<file path="config.mk">
export PLATFORM = sky130hd
export DESIGN_NAME = zapper_shot_controller
export DESIGN_NICKNAME = d
export VERILOG_FILES = /design/src/rtl/zapper_shot_controller.sv
export SDC_FILE = /design/constraint.sdc
export NUM_CORES = 1
export LEC_CHECK = 0
export ABC_CLOCK_PERIOD_IN_PS = 3200
export CAP_MARGIN = 40
export CORE_AREA = 3 3 89 91
export CTS_BUF_LIST = sky130_fd_sc_hd__clkbuf_4 sky130_fd_sc_hd__clkbuf_8
export DETAILED_ROUTE_END_ITERATION = 10
export DIE_AREA = 0 0 92 94
export PLACE_DENSITY = 0.49
export SYNTH_ARGS = -nofsm -noshare
export SYNTH_HDL_FRONTEND = slang
export SYNTH_SLANG_ARGS = --single-unit
</file>
<file path="constraint.sdc">
create_clock -name clk -period 3.2 [get_ports clk]
set_clock_uncertainty 0.2 [all_clocks]
set_input_delay 0.32 -clock clk [delete_from_list [all_inputs] [get_ports clk]]
set_output_delay 0.32 -clock clk [all_outputs]
set_load 0.005 [all_outputs]
</file>
<file path="src/rtl/zapper_shot_controller.sv">
// -----------------------------------------------------------------------------
// zapper_shot_controller
//
// Purpose: sequences one light-gun shot. A debounced trigger press waits for a
// frame boundary, then has the pattern generator show black frame(s) followed
// by target frame(s) while the photodiode is sampled in each phase. The shot
// scores a hit only if light was seen during the target phase and none during
// the black phase. A cooldown and a per-round shot budget follow each shot.
//
// Ports:
//   clk          pixel clock (single clock domain)
//   reset        synchronous, active-high reset
//   trigger      raw gun trigger (asynchronous, active-high)
//   sensor       raw photodiode (asynchronous, high = light)
//   frame_start  one-cycle pulse at the first cycle of each frame
//   round_start  one-cycle pulse, reloads the shot budget
//   display_mode 0 = normal, 1 = black, 2 = target (registered)
//   hit / miss   one-cycle result pulses (exactly one per shot)
//   shots_left   remaining shots this round
//   busy         high whenever a shot is in progress (state != IDLE)
// -----------------------------------------------------------------------------
module zapper_shot_controller #(
  parameter int DEBOUNCE_CYCLES = 250000,
  parameter int BLACK_FRAMES    = 1,
  parameter int TARGET_FRAMES   = 1,
  parameter int SHOTS           = 3,
  parameter int COOLDOWN_FRAMES = 15
) (
  input  logic       clk,
  input  logic       reset,
  input  logic       trigger,
  input  logic       sensor,
  input  logic       frame_start,
  input  logic       round_start,
  output logic [1:0] display_mode,
  output logic       hit,
  output logic       miss,
  output logic [1:0] shots_left,
  output logic       busy
);

  localparam int DBW  = $clog2(DEBOUNCE_CYCLES + 1);
  localparam int MAXF = (BLACK_FRAMES > TARGET_FRAMES)
                      ? ((BLACK_FRAMES > COOLDOWN_FRAMES) ? BLACK_FRAMES : COOLDOWN_FRAMES)
                      : ((TARGET_FRAMES > COOLDOWN_FRAMES) ? TARGET_FRAMES : COOLDOWN_FRAMES);
  localparam int FW   = $clog2(MAXF + 1);

  localparam logic [1:0]     SHOTS_FULL = 2'(SHOTS);
  localparam logic [DBW-1:0] DB_LAST    = DBW'(DEBOUNCE_CYCLES - 1);
  localparam logic [FW-1:0]  BLACK_LAST = FW'(BLACK_FRAMES - 1);
  localparam logic [FW-1:0]  TGT_LAST   = FW'(TARGET_FRAMES - 1);
  localparam logic [FW-1:0]  COOL_LAST  = FW'(COOLDOWN_FRAMES - 1);

  localparam logic [1:0] DISP_NORMAL = 2'd0;
  localparam logic [1:0] DISP_BLACK  = 2'd1;
  localparam logic [1:0] DISP_TARGET = 2'd2;

  typedef enum logic [2:0] {
    S_IDLE,
    S_ARM,
    S_BLACK,
    S_TARGET,
    S_RESULT,
    S_COOLDOWN
  } state_t;

  // ---------------------------------------------------------------------------
  // Input synchronizers
  // ---------------------------------------------------------------------------
  logic r_trig_s1, r_trig_s2;
  logic r_sens_s1, r_sens_s2;

  always_ff @(posedge clk) begin
    if (reset) begin
      r_trig_s1 <= 1'b0;
      r_trig_s2 <= 1'b0;
      r_sens_s1 <= 1'b0;
      r_sens_s2 <= 1'b0;
    end else begin
      r_trig_s1 <= trigger;
      r_trig_s2 <= r_trig_s1;
      r_sens_s1 <= sensor;
      r_sens_s2 <= r_sens_s1;
    end
  end

  logic w_trig_sync, w_sensor_sync;
  assign w_trig_sync   = r_trig_s2;
  assign w_sensor_sync = r_sens_s2;

  // ---------------------------------------------------------------------------
  // Trigger debouncer: the debounced level only follows the synced trigger
  // after it has disagreed for DEBOUNCE_CYCLES consecutive cycles.
  // ---------------------------------------------------------------------------
  logic [DBW-1:0] r_db_cnt;
  logic           r_trig_db;
  logic           r_trig_db_q;

  always_ff @(posedge clk) begin
    if (reset) begin
      r_db_cnt    <= '0;
      r_trig_db   <= 1'b0;
      r_trig_db_q <= 1'b0;
    end else begin
      r_trig_db_q <= r_trig_db;
      if (w_trig_sync != r_trig_db) begin
        if (r_db_cnt == DB_LAST) begin
          r_trig_db <= w_trig_sync;
          r_db_cnt  <= '0;
        end else begin
          r_db_cnt <= r_db_cnt + DBW'(1);
        end
      end else begin
        r_db_cnt <= '0;
      end
    end
  end

  logic w_shot_req;
  assign w_shot_req = r_trig_db & ~r_trig_db_q;

  // ---------------------------------------------------------------------------
  // Shot sequencer
  // ---------------------------------------------------------------------------
  state_t        r_state, w_state_next;
  logic [FW-1:0] r_frame_cnt, w_frame_cnt_next;
  logic          r_black_seen, w_black_seen_next;
  logic          r_target_seen, w_target_seen_next;
  logic [1:0]    r_shots_left, w_shots_left_next;
  logic [1:0]    r_display, w_display_next;
  logic          r_hit, w_hit_next;
  logic          r_miss, w_miss_next;

  always_ff @(posedge clk) begin
    if (reset) begin
      r_state       <= S_IDLE;
      r_frame_cnt   <= '0;
      r_black_seen  <= 1'b0;
      r_target_seen <= 1'b0;
      r_shots_left  <= SHOTS_FULL;
      r_display     <= DISP_NORMAL;
      r_hit         <= 1'b0;
      r_miss        <= 1'b0;
    end else begin
      r_state       <= w_state_next;
      r_frame_cnt   <= w_frame_cnt_next;
      r_black_seen  <= w_black_seen_next;
      r_target_seen <= w_target_seen_next;
      r_shots_left  <= w_shots_left_next;
      r_display     <= w_display_next;
      r_hit         <= w_hit_next;
      r_miss        <= w_miss_next;
    end
  end

  always_comb begin
    w_state_next       = r_state;
    w_frame_cnt_next   = r_frame_cnt;
    w_black_seen_next  = r_black_seen;
    w_target_seen_next = r_target_seen;
    // A reload wins over every decrement except a shot accepted in IDLE,
    // which consumes one shot from the freshly reloaded budget.
    w_shots_left_next  = round_start ? SHOTS_FULL : r_shots_left;
    w_hit_next         = 1'b0;
    w_miss_next        = 1'b0;

    case (r_state)
      S_IDLE: begin
        if (w_shot_req && (round_start || (r_shots_left != 2'd0))) begin
          w_state_next       = S_ARM;
          w_shots_left_next  = round_start ? (SHOTS_FULL - 2'd1) : (r_shots_left - 2'd1);
          w_black_seen_next  = 1'b0;
          w_target_seen_next = 1'b0;
        end
      end

      // Entry happens from IDLE, so any frame_start seen here is strictly
      // after acceptance.
      S_ARM: begin
        if (frame_start) begin
          w_state_next     = S_BLACK;
          w_frame_cnt_next = '0;
        end
      end

      S_BLACK: begin
        w_black_seen_next = r_black_seen | w_sensor_sync;
        if (frame_start) begin
          if (r_frame_cnt == BLACK_LAST) begin
            w_state_next     = S_TARGET;
            w_frame_cnt_next = '0;
          end else begin
            w_frame_cnt_next = r_frame_cnt + FW'(1);
          end
        end
      end

      S_TARGET: begin
        w_target_seen_next = r_target_seen | w_sensor_sync;
        if (frame_start) begin
          if (r_frame_cnt == TGT_LAST) begin
            w_state_next     = S_RESULT;
            w_frame_cnt_next = '0;
          end else begin
            w_frame_cnt_next = r_frame_cnt + FW'(1);
          end
        end
      end

      // Light during the black phase means the gun is pointed at a lamp,
      // so it forces a miss.
      S_RESULT: begin
        w_hit_next       = r_target_seen & ~r_black_seen;
        w_miss_next      = ~(r_target_seen & ~r_black_seen);
        w_state_next     = S_COOLDOWN;
        w_frame_cnt_next = '0;
      end

      S_COOLDOWN: begin
        if (frame_start) begin
          if (r_frame_cnt == COOL_LAST) begin
            w_state_next     = S_IDLE;
            w_frame_cnt_next = '0;
          end else begin
            w_frame_cnt_next = r_frame_cnt + FW'(1);
          end
        end
      end

      default: begin
        w_state_next = S_IDLE;
      end
    endcase

    // Display follows the next state so it changes in the cycle right after
    // the frame_start that moved the sequencer.
    case (w_state_next)
      S_BLACK:  w_display_next = DISP_BLACK;
      S_TARGET: w_display_next = DISP_TARGET;
      default:  w_display_next = DISP_NORMAL;
    endcase
  end

  assign display_mode = r_display;
  assign hit          = r_hit;
  assign miss         = r_miss;
  assign shots_left   = r_shots_left;
  assign busy         = (r_state != S_IDLE);

endmodule

</file>
==> results of run 1 <==
per-stage QoR:
| step | hold WS, ns | utilization, % | total power, mW |
|---|---|---|---|
| 2_1_floorplan | 0.214 | - | 0.509 |
| 3_3_place_gp | 0.216 | 27.6 | 0.518 |
| 3_5_place_dp | 0.227 | 27.6 | 0.518 |
| 4_1_cts | 0.247 | 29.1 | 0.935 |
| 5_1_grt | 0.271 | 29.1 | 0.958 |
| 6_report | 0.239 | 29.1 | 0.917 |
metal layers:
metal	vias up	wire, um	track usage [%]
met5	-	0	0
met3	3	98	2.40
li1	718	-	-
met1	605	1730	10.6
met2	14	1450	14.1
met4	0	24	2.60
area by class of cell:
| type | count | area [um^2] |
|---|---|---|
| inverter | 15 | 56.3 |
| fill | 798 | 5110 |
| clock inverter | 3 | 43.8 |
| tap | 99 | 124 |
| clock buffer | 5 | 68.8 |
| sequential | 39 | 781 |
| multi-input combinational | 139 | 908 |
| timing repair buffer | 12 | 120 |
cells in the final DEF, fill, tap and decap left out, types with 3 or more instances in the layout:
master,n
a21oi_1,5
a31oi_1,4
clkbuf_8,5
clkdlybuf4s50_1,12
dfxtp_1,39
ha_1,5
inv_1,15
nand2_1,11
nand2b_1,3
nand3_1,9
nand4_1,5
nor2_1,29
nor2b_1,6
nor3_1,7
nor3b_1,3
nor4_1,5
or4_1,3
xnor2_1,16
worst max-delay path by stage:
stage / end / cells after the start
final: r_db_cnt[15]$_SDFF_PP0_ / 5
after global routing: r_db_cnt[11]$_SDFF_PP0_ / 5
after CTS: r_db_cnt[9]$_SDFF_PP0_ / 5
after detailed placement: r_db_cnt[6]$_SDFF_PP0_ / 5
after global placement: r_db_cnt[13]$_SDFF_PP0_ / 5
after floorplan: r_db_cnt[2]$_SDFF_PP0_ / 6
registers in the layout, indices dropped and copies added (netlist names):
name and count:
r_black_seen 1, display_mode 2, r_sens_s2 1, r_db_cnt 18, r_frame_cnt 4, r_sens_s1 1
r_trig_s2 1, r_trig_db_q 1, r_trig_db 1, hit 1, miss 1, r_trig_s1 1
r_state 3, r_target_seen 1, shots_left 2
cells in the mapped netlist, drive strengths merged, types with 6 or more instances:
library cell / n / area share [%]
a21oi: 6 / 1.9
dfxtp: 39 / 44
inv: 15 / 3.2
nand2: 11 / 2.3
nand3: 10 / 3.1
nand4: 7 / 3.7
nor2: 29 / 6.1
nor2b: 6 / 2.1
nor3: 7 / 2.0
xnor2: 16 / 7.9
worst register-to-register path: stages, from the launching register on:
cell	delay [ns]
dfxtp_1	0.37
ha_1	0.21
nand3_1	0.14
or4_1	0.55
o21ai_2	0.60
nor2_1	0.11
power breakdown:
| part | total, mW | switching [mW] | internal [mW] |
|---|---|---|---|
| Combinational | 0.0178 | 0.00900 | 0.00881 |
| Clock | 0.411 | 0.179 | 0.232 |
| Sequential | 0.489 | 0.00110 | 0.487 |
| Total | 0.917 | 0.189 | 0.728 |
cells by family (layout without fill, tap and decap cells):
| logic type | Yosys count | in the layout | share of synthesized area [%] |
|---|---|---|---|
| compound gates | 22 | 22 | 9.04 |
| xor+xnor | 18 | 18 | 8.90 |
| fa+ha+maj | 5 | 5 | 3.53 |
| buf+inv | 21 | 35 | 4.66 |
| flops | 39 | 39 | 44.1 |
| simple gates | 94 | 94 | 29.8 |
==> impl_metrics.tcl, run 1 <==
set metrics [dict create \
    outcome "completed" \
    grt_pass1_wl_um 5990 \
    cts_buffers 5 \
    dieArea_um2 8650 \
    placed_area_um2 1990 \
    drv_cap 0 \
    synth_edf_count 0 \
    wl_per_cell_um 10.6 \
    num_antenna_cells 0 \
    total_leakage_power_nw 0.692 \
    min_from "r_sens_s1$_SDFF_PP0_" \
    groute.usage.overall_pct 8.48 \
    slowest_delay_ns 0.60 \
    finalHoldViolations 0 \
    drive_gt1_share_pct 7.51 \
    clock-root-buffer "clkbuf_8" \
    yosys_warnings 0 \
    cellPowerDensity_nw_per_um2 436 \
    gp_congestion 0.729 \
    hpwl_um 2320 \
    path_cells "ha_1, nand3_1, or4_1, o21ai_2, nor2_1" \
    critPathSlowestCell "o21ai_2" \
    vias_per_cell 4.29 \
    drc_errors 0 \
    dp_cells 304 \
    r2r_start "r_db_cnt[0]$_SDFF_PP0_" \
    clockBufferDepth 2 \
    cp.required_ns 3.15 \
    antenna_found_initial 0 \
    cts_tree "built" \
    num_rows 31 \
    firstDrtPassIters 4 \
    ir_drop_uv 216 \
    core-area_um2 7210 \
    reg2reg_to "r_db_cnt[15]$_SDFF_PP0_" \
    end_kind "flip-flop" \
    final_cells 312 \
    async_reset_ff_share_pct 0 \
    crit_fanout 18 \
    ys_seq_elements 39 \
    slew-limit-headroom_pct 49.9 \
    timing.reg2reg.setup_slack_ns 0.87 \
    critPathLaunch "r_db_cnt[0]$_SDFF_PP0_" \
    grt_pass1_vias 1339 \
    worst_path_dominant_cell_family "simple AND/OR/NAND/NOR gates" \
    pin_count 13 \
    htreeDepth 2 \
    die_w_um 92 \
    start_util_pct 24.6 \
    io_buffer_count 12 \
    layout.nets 223 \
    crit_type "reg2reg" \
    insertion_delay_ns 0.29 \
    area_growth_pct 18.6 \
    final_area_um2 2100 \
    detail-route-antenna-nets 0 \
    ctsResizeCount 0 \
    timing.setup.tns_ns 0 \
    layout_min_cycle_time_ns 2.33 \
    slew_violations 0 \
    fp.dieH_um 94 \
    clk_pin_slew_ns 0.08 \
    synthesis.nets 210 \
    hold_path_end "r_sens_s2$_SDFF_PP0_" \
    hold_class "reg2reg" \
    critPathLaunchType "flip-flop" \
    yosysUniqueCellTypes 41 \
    clock-sinks 39 \
    reg2reg_depth 5 \
    avgSynthCellArea_um2 8.90 \
    grt_max_degree 20 \
    synth_area_um2 1770 \
    fmax_mhz 430 \
    post-route-period-util_pct 72.7 \
    wirelength_um 3300 \
    synth_ff_type "dfxtp_1" \
    synthCells 199 \
    place_ws_ns 0.818 \
    cts_setup_buffers 0 \
    rsz0062_at_grt "no" \
    vias 1340 \
    overflow 0 \
    tightest_slew_ns 0.749 \
    finalSetupViolations 0 \
    worstHoldPathCells 1 \
    worst_slack_ns 0.873 \
    ctsHoldBuffers 0 \
    drt_iter0_drc 38 \
    ys_seq_area_share_pct 44.1 \
    path_buf_inv 0 \
    crit_arrival_ns 2.28 \
]
No activity file was read; power rests on OpenSTA's default activity.
==> inputs of run 2 (changes only) <==
- ABC_CLOCK_PERIOD_IN_PS: 3200 -> 1900
- PLACE_DENSITY: 0.49 -> 0.5
- clock period: 3.2 -> 1.9 ns (I/O delays scaled with it)
==> run 2 against run 1 <==
Compared with the run above:
- worst setup slack got worse by 0.86 ns
- global-route usage grew 0.49 points
- utilization grew 3.2 points
- cell area rose by 11%
- highest routed layer unchanged
- final cell count grew 8.7%
- critical endpoint is now r_trig_db$_SDFFE_PP0P_
- critical path depth is the same
- combinational power up 130%
==> impl_metrics.tcl, run 2 (synthesized netlist as in run 1, its figures left out) <==
set metrics [dict create \
    outcome "completed" \
    area_growth_pct 31.7 \
    worst_path_dominant_cell_family "simple AND/OR/NAND/NOR gates" \
    num_antenna_cells 0 \
    path_cells "ha_4, nand3_2, or4_4, or4b_1, nand2_1" \
    total_leakage_power_nw 0.817 \
    gr-usage-met2_pct 14.7 \
    clockBufferDepth 2 \
    path_buf_inv 0 \
    slew_violations 0 \
    clock-root-buffer "clkbuf_8" \
    num_rows 31 \
    finalSetupViolations 0 \
    met3_usage_pct 2.56 \
    vias_per_cell 4.29 \
    core-area_um2 7210 \
    multiInputGateArea_um2 946 \
    fp.dieH_um 94 \
    slowest_delay_ns 0.51 \
    finalHoldWorstSlack_ns 0.244 \
    drive_gt1_share_pct 24.2 \
    placed_area_um2 2220 \
    crit_arrival_ns 1.92 \
    pin_count 13 \
    fill_cells 775 \
    die_w_um 92 \
    fmax_mhz 531 \
    dieArea_um2 8650 \
    finalHoldViolations 0 \
    wirelength_um 3610 \
    critPathSlowestCell "or4_4" \
    post-route-period-util_pct 99.1 \
    groute.usage.overall_pct 8.97 \
    cp.required_ns 1.94 \
    grt_use_met1_pct 11.1 \
    register_area_um2 796 \
    slew-limit-headroom_pct 70.7 \
    overflow 0 \
    grt-busiest-layer "met2" \
    drv_cap 0 \
    gp_congestion 0.782 \
    cts_tree "built" \
    worst_slack_ns 0.0175 \
    layout_common_cells "29 x nor2_1, 29 x dfxtp_1, 27 x buf_4" \
    antenna_found_initial 0 \
    rsz0062_at_grt "yes" \
    detail-route-antenna-nets 0 \
    cellPowerDensity_nw_per_um2 610 \
    ir_drop_uv 256 \
    clk_pin_slew_ns 0.08 \
    crit_type "reg2reg" \
    critPathLaunchType "flip-flop" \
    place_ws_ns -0.0168 \
    largest_register_ffs 18 \
    final_area_um2 2330 \
    io_buffer_count 12 \
    firstDrtPassIters 4 \
    cts_buffers 5 \
    layout.nets 250 \
    clock-sinks 39 \
    hpwl_um 2680 \
    hold_class "reg2reg" \
    crit_fanout 3 \
    drt_iter0_drc 53 \
    top_regs "r_db_cnt (18), r_frame_cnt (4), r_state (3)" \
    insertion_delay_ns 0.28 \
    htreeDepth 2 \
    drc_errors 0 \
    layout_min_cycle_time_ns 1.88 \
    timing.reg2reg.setup_slack_ns 0.02 \
    grt_max_degree 13 \
    tightest_slew_ns 0.439 \
    largest_register "r_db_cnt" \
    start_util_pct 24.6 \
    grt_pass1_vias 1426 \
    end_kind "flip-flop" \
    vias 1456 \
    wl_per_cell_um 10.7 \
    grt_pass1_wl_um 6270 \
    finalPower_mw 1.42 \
]
## run 2: worst register-to-register path, delay by kind of cell (launching register included)
family	cells	cell delay, ns
adders and majority gates	1	0.14
and+or+nand+nor	4	1.13
DFF	1	0.36
## run 2: power by group
group,internal [mW],leakage [nW],switching [mW]
Sequential,0.820,0.320,0.00225
Clock,0.271,0.0446,0.289
Combinational,0.0241,0.452,0.0173
Total,1.11,0.817,0.308
## run 2: routing by layer
layer / wire length [um] / up-vias
met1: 1810 / 658
met4: 24 / 0
met3: 155 / 2
li1: - / 772
met2: 1630 / 24
met5: 0 / -
## run 2: cell type report
cell class                 instances  share of cell area (%)
multi-input combinational        139                    40.5
sequential                        39                    34.1
timing repair buffer              39                    13.8
tap                               99                    5.31
clock buffer                       6                    3.27
inverter                          15                    2.41
clock inverter                     2                   0.536
## run 2: path summary, 6_finish.rpt
path | startpoint | to | cells past startpoint
setup / recovery | r_db_cnt[1]$_SDFF_PP0_ | r_trig_db$_SDFFE_PP0P_ | 5
hold reg to reg | r_sens_s1$_SDFF_PP0_ | r_sens_s2$_SDFF_PP0_ | 1
setup reg to reg | r_db_cnt[1]$_SDFF_PP0_ | r_trig_db$_SDFFE_PP0P_ | 5
hold / removal | r_sens_s1$_SDFF_PP0_ | r_sens_s2$_SDFF_PP0_ | 1
## run 2: through the flow
stage / util, % / instances / TNS [ns]
2_1_floorplan: - / 199 / -0.00270
5_1_grt: 32.3 / 339 / -0.0620
4_1_cts: 32.1 / 338 / -0.000686
3_5_place_dp: 30.8 / 330 / -0.0376
6_report: 32.3 / 339 / 0
3_3_place_gp: 30.8 / 330 / -0.00862
## run 2: repair_timing
| action | in CTS | in global routing |
|---|---|---|
| pin swaps | 1 | 2 |
| hold buffers | 0 | 0 |
| setup buffers | 0 | 1 |
| gates resized for setup | 1 | 7 |
| setup endpoints to repair | 2 | 7 |
==> inputs of run 3 (changes only) <==
- CTS_CLUSTER_DIAMETER: not set -> 60
==> results of run 3 <==
The final DEF is identical to that of run 2; final timing and power are the same.
